<file path="src/rtl/censor_mask_gen.sv">
// Per-pixel censor mask generator: tracks column/row from de/vsync and flags
// pixels inside one double-buffered rectangle, one cycle after the pixel's de.
//
// state      | meaning
// WAIT_FRAME | no frame seen since reset; counters held at 0, mask forced 0
// ACTIVE     | counting pixels and masking against the active rectangle
module censor_mask_gen #(
    parameter int H_BITS = 11,
    parameter int V_BITS = 11
) (
    input  logic              clk,
    input  logic              rst_n,
    input  logic              vid_de,
    input  logic              vid_vsync,
    input  logic [H_BITS-1:0] rect_x0,
    input  logic [H_BITS-1:0] rect_x1,
    input  logic [V_BITS-1:0] rect_y0,
    input  logic [V_BITS-1:0] rect_y1,
    input  logic              rect_en,
    input  logic              rect_load,
    output logic              mask_bit,
    output logic              mask_de,
    output logic              load_pend,
    output logic              frame_start
);

    typedef enum logic {
        WAIT_FRAME = 1'b0,
        ACTIVE     = 1'b1
    } state_t;

    localparam logic [H_BITS-1:0] X_MAX = {H_BITS{1'b1}};
    localparam logic [V_BITS-1:0] Y_MAX = {V_BITS{1'b1}};

    state_t state, state_nxt;

    logic vsync_d, de_d;
    logic vs_rise, de_fall;
    logic [H_BITS-1:0] x;
    logic [V_BITS-1:0] y;

    logic [H_BITS-1:0] sh_x0, sh_x1, act_x0, act_x1;
    logic [V_BITS-1:0] sh_y0, sh_y1, act_y0, act_y1;
    logic              sh_en, act_en;
    logic              in_rect;

    assign vs_rise = vid_vsync & ~vsync_d;
    assign de_fall = ~vid_de & de_d;

    // State register
    always_ff @(posedge clk or negedge rst_n) begin
        if (!rst_n) state <= WAIT_FRAME;
        else        state <= state_nxt;
    end

    // Next state and rectangle hit test; an inverted range naturally never hits
    always_comb begin
        state_nxt = state;
        in_rect   = 1'b0;
        if (vs_rise) state_nxt = ACTIVE;
        if ((x >= act_x0) && (x <= act_x1) && (y >= act_y0) && (y <= act_y1))
            in_rect = 1'b1;
    end

    // Edge-detect delays and pixel-aligned outputs
    always_ff @(posedge clk or negedge rst_n) begin
        if (!rst_n) begin
            vsync_d     <= 1'b0;
            de_d        <= 1'b0;
            mask_de     <= 1'b0;
            mask_bit    <= 1'b0;
            frame_start <= 1'b0;
        end else begin
            vsync_d     <= vid_vsync;
            de_d        <= vid_de;
            mask_de     <= vid_de;
            mask_bit    <= (state == ACTIVE) & vid_de & act_en & in_rect;
            frame_start <= vs_rise;
        end
    end

    // Column/row counters; vsync clear takes priority over the row step
    always_ff @(posedge clk or negedge rst_n) begin
        if (!rst_n) begin
            x <= '0;
            y <= '0;
        end else if (state == WAIT_FRAME) begin
            x <= '0;
            y <= '0;
        end else begin
            if (vs_rise || de_fall)     x <= '0;
            else if (vid_de && x != X_MAX) x <= x + 1'b1;

            if (vs_rise)                   y <= '0;
            else if (de_fall && y != Y_MAX) y <= y + 1'b1;
        end
    end

    // Shadow capture; a load coincident with apply keeps the new value pending
    always_ff @(posedge clk or negedge rst_n) begin
        if (!rst_n) begin
            sh_x0     <= '0;
            sh_x1     <= '0;
            sh_y0     <= '0;
            sh_y1     <= '0;
            sh_en     <= 1'b0;
            load_pend <= 1'b0;
        end else if (rect_load) begin
            sh_x0     <= rect_x0;
            sh_x1     <= rect_x1;
            sh_y0     <= rect_y0;
            sh_y1     <= rect_y1;
            sh_en     <= rect_en;
            load_pend <= 1'b1;
        end else if (vs_rise) begin
            load_pend <= 1'b0;
        end
    end

    // Active rectangle swaps in only at a frame boundary
    always_ff @(posedge clk or negedge rst_n) begin
        if (!rst_n) begin
            act_x0 <= '0;
            act_x1 <= '0;
            act_y0 <= '0;
            act_y1 <= '0;
            act_en <= 1'b0;
        end else if (vs_rise && load_pend) begin
            act_x0 <= sh_x0;
            act_x1 <= sh_x1;
            act_y0 <= sh_y0;
            act_y1 <= sh_y1;
            act_en <= sh_en;
        end
    end

endmodule

</file>
<file path="config.mk">
export PLATFORM = sky130hd
export DESIGN_NAME = censor_mask_gen
export DESIGN_NICKNAME = d
export VERILOG_FILES = /design/src/rtl/censor_mask_gen.sv
export SDC_FILE = /design/constraint.sdc
export NUM_CORES = 1
export LEC_CHECK = 0
export BUFFER_PORTS_ARGS = -buffer_cell sky130_fd_sc_hd__clkbuf_2
export CORE_UTILIZATION = 45
export CTS_BUF_LIST = sky130_fd_sc_hd__clkbuf_8
export DETAILED_ROUTE_END_ITERATION = 8
export GPL_TIMING_DRIVEN = 0
export PLACE_DENSITY = 0.66
export SYNTH_ARGS = -nofsm -noshare
export SYNTH_HDL_FRONTEND = slang
export SYNTH_SLANG_ARGS = --single-unit
</file>
<file path="constraint.sdc">
create_clock -name clk -period 2.9 [get_ports clk]
set_input_delay 0.29 -clock clk [delete_from_list [all_inputs] [get_ports clk]]
set_output_delay 0.29 -clock clk [all_outputs]
set_load 0.02 [all_outputs]
</file>
==> flow_summary.toml <==
[final_layout]
syn2layout_area_growth_pct = 14.7
num-nets-final = 627
final_util_pct = 53.9
n_fill_cell = 1083
antennaDiodeCount = 0
drive_gt1_share_pct = 33.0

[yosys]
netlist_top_cells_area = "dfrtp_1 (51%), mux2_2 (17%), ha_1 (10%)"
synth_top_area_share_pct = 51.5
yosys_warnings = 0
avgSynthCellArea_sq_um = 12.5
synth_edf_count = 0
synth_top_cells_by_count = "dfrtp_1 (118), mux2_2 (86), ha_1 (46), inv_1 (45), nor2_1 (28)"
syn-num-nets = 555
synth_most_common_cell = "dfrtp_1"
synth_flop_cell = "dfrtp_1"
ys_ff_latch = 118
synth_cell_types = 46
syn_inst = 459
ys_seq_area_share_pct = 51.5
async_flop_share_pct = 100
yosysTopAreaCell = "dfrtp_1"
syn-cell-area_sq_um = 5740

[global_route]
gr-total-overflow = 0
grt_max_degree = 119
grt_pass1_vias = 3794
grt_pass1_wl_mm = 17.9
antenna_found_initial = 0
grt_usage_pct = 17.7

[run_status]
violations = "negative hold slack"
status = "finished with violations"

[power_and_ir_drop]
internal_power_mw = 2.95
vdd_drop_max_uv = 267
sw_frac_of_total_pct = 25.7
powerDensity_nw_per_um2 = 604
combPwrFrac_pct = 16.3
p_seq_share_pct = 50.4
p_clk_share_pct = 33.3
p_leak_nw = 3.17
p_sw_mw = 1.02

[floorplan]
dieArea_sq_um = 13200
io_pins = 54
coreArea_sq_um = 12200
die_height_um = 115
start_util_pct = 47.0
die_x_um = 115
rows = 40

[setup_path]
cp_top_family = "compound AO/OA/AOI/OAI gates"
path_cells = "ha_1, a21o_1, a211oi_1, o211ai_1, a221oi_1, nor4_1"
worstPathArrival_ns = 2.29
cp_max_fo = 6
setup.worst_path.class = "flop to flop"
cp.depth = 6
crit_buf_inv = 0
max_stage_delay_ns = 0.46
cp-start-kind = "flop"
r2r_cells = 6
cp_data_required_time_ns = 3.20
crit_path_end_kind = "flop"
crit_slowest_cell = "dfrtp_1"

[sta]
max_slew_margin_pct = 39.4
final_hold_viol_count = 16
period_share_pct = 68.8
post-route-min-period_ns = 2.00
skew_ns = 0.00783
hold_ws_ns = -0.00832
fmax_mhz = 501
drv_slew = 0
setup_viol = 0
rsz0062_at_grt = "no"
setup_ws_ns = 0.904
tightest_slew_ns = 0.910

[drt]
antenna_left = 0
wl_mm = 10.1
drt-vias-per-instance = 5.14
drt_iter0_markers = 139
wire_per_inst_um = 14.3
firstDrtPassIters = 4
vias = 3649
drc = 0

[clock_network]
cts_buffer_depth = 2
path_clk_slew_ns = 0.07
clock_latency_ns = 0.43
htreeDepth = 4
root_buffer = "clkbuf_8"
cts_tree = "built"
cts_buffers = 17
cts.sinks = 118

[placement]
gp_congestion = 0.846
port_buffers = 52
hpwl_mm = 7.56
dp_slack_ns = 0.882

[job]
cap_violations = 0

[min_path]
min_path_type = "primary input to async pin"
==> power by group through the flow <==
stage	combinational, mW	clock (mW)	sequential, mW
after global routing	0.745	1.45	2.04
after floorplan	0.483	0	1.99
after global placement	0.618	0	2.02
final	0.649	1.32	2.00
after detailed placement	0.656	0	2.04
after CTS	0.664	1.37	2.01
==> metal layers <==
layer,global-route usage (%),vias to the layer above,routed length (um)
li1,-,1774,-
met1,23.6,1795,5020
met2,26.7,66,4570
met3,5.59,14,406
met4,7.36,0,142
met5,0,-,0
==> layout make-up <==
type | count | area (sq um) | area share [%]
repair buffers | 53 | 279 | 4.24
multi-input cells | 284 | 2550 | 38.8
well taps | 168 | 210 | 3.20
clock inverters | 9 | 63.8 | 0.970
inverters | 45 | 169 | 2.57
plain buffers | 12 | 62.6 | 0.951
clock buffers | 21 | 289 | 4.39
flip-flops and latches | 118 | 2950 | 44.9
==> through the flow <==
stage | setup TNS, ns | power [mW] | instances | hold slack, ns | area (sq um)
2_1_floorplan | 0 | 2.47 | 459 | -0.00559 | 5740
3_3_place_gp | -8.80 | 2.64 | 679 | 0.422 | 6210
3_5_place_dp | 0 | 2.69 | 679 | 0.418 | 6210
4_1_cts | 0 | 4.04 | 710 | 0.0273 | 6580
5_1_grt | 0 | 4.24 | 710 | 0.0522 | 6580
6_report | 0 | 3.98 | 710 | -0.00832 | 6580
==> worst paths after layout <==
kind / from / to / slack, ns
min in group clk: rect_y1[1] / sh_y1[1]$_DFFE_PN0P_ / 0.09
worst max register to register: y[5]$_DFFE_PN0P_ / mask_bit$_DFF_PN0_ / 0.90
worst max-delay path: y[5]$_DFFE_PN0P_ / mask_bit$_DFF_PN0_ / 0.90
worst min-delay path: rst_n / sh_y0[6]$_DFFE_PN0P_ / -0.008
worst min register to register: sh_x1[8]$_DFFE_PN0P_ / act_x1[8]$_DFFE_PN0P_ / 0.48
max in group asynchronous: rst_n / act_x0[2]$_DFFE_PN0P_ / 2.28
==> worst register-to-register path, cell delays in order (launching register included) <==
cell	delay [ns]
dfrtp_1	0.46
ha_1	0.36
a21o_1	0.19
a211oi_1	0.22
o211ai_1	0.13
a221oi_1	0.42
nor4_1	0.08
==> registers in the layout, indices dropped and copies added, names as in the netlist, 11 cells and up <==
signal  flops
act_x0     11
x          11
sh_x1      11
sh_y1      11
sh_x0      11
act_x1     11
sh_y0      11
y          11
act_y1     11
act_y0     11
==> timing repair <==
action / 4_1_cts / 5_1_grt
hold buffers: 1 / 0
endpoints found under the hold margin: 1 / 0
resized for setup: 0 / 0
setup buffers: 0 / 0
endpoints found under the setup margin: 0 / 0
==> placed cells by master, fill, tap and decap left out, drive strengths merged, types with 3 or more instances in the layout <==
master	synthesis	routed
a21o	5	5
o31ai	3	3
nand3	10	10
buf	9	9
nor4	5	5
nor3	5	5
nor2	28	28
nand2b	4	4
clkbuf	3	76
nand2	10	10
o211ai	3	3
dfrtp	118	118
mux2	90	90
nand4	9	9
ha	46	46
xor2	5	5
nand3b	3	3
and4	3	3
a21oi	8	8
o21ai	7	7
xnor2	9	9
inv	45	50
a211oi	9	9
clkinv	0	3
==> kinds of logic after synthesis <==
kind of cell,Yosys count,share of synthesized area [%]
flip-flops,118,51.5
multiplexers,92,18.0
AND/OR/NAND/NOR,87,8.18
buffers and inverters,57,4.04
adder cells (fa/ha/maj),46,10.0
AO/OA/AOI/OAI,45,6.11
XOR/XNOR,14,2.14
Note: power is estimated with default switching activity, not from simulation.
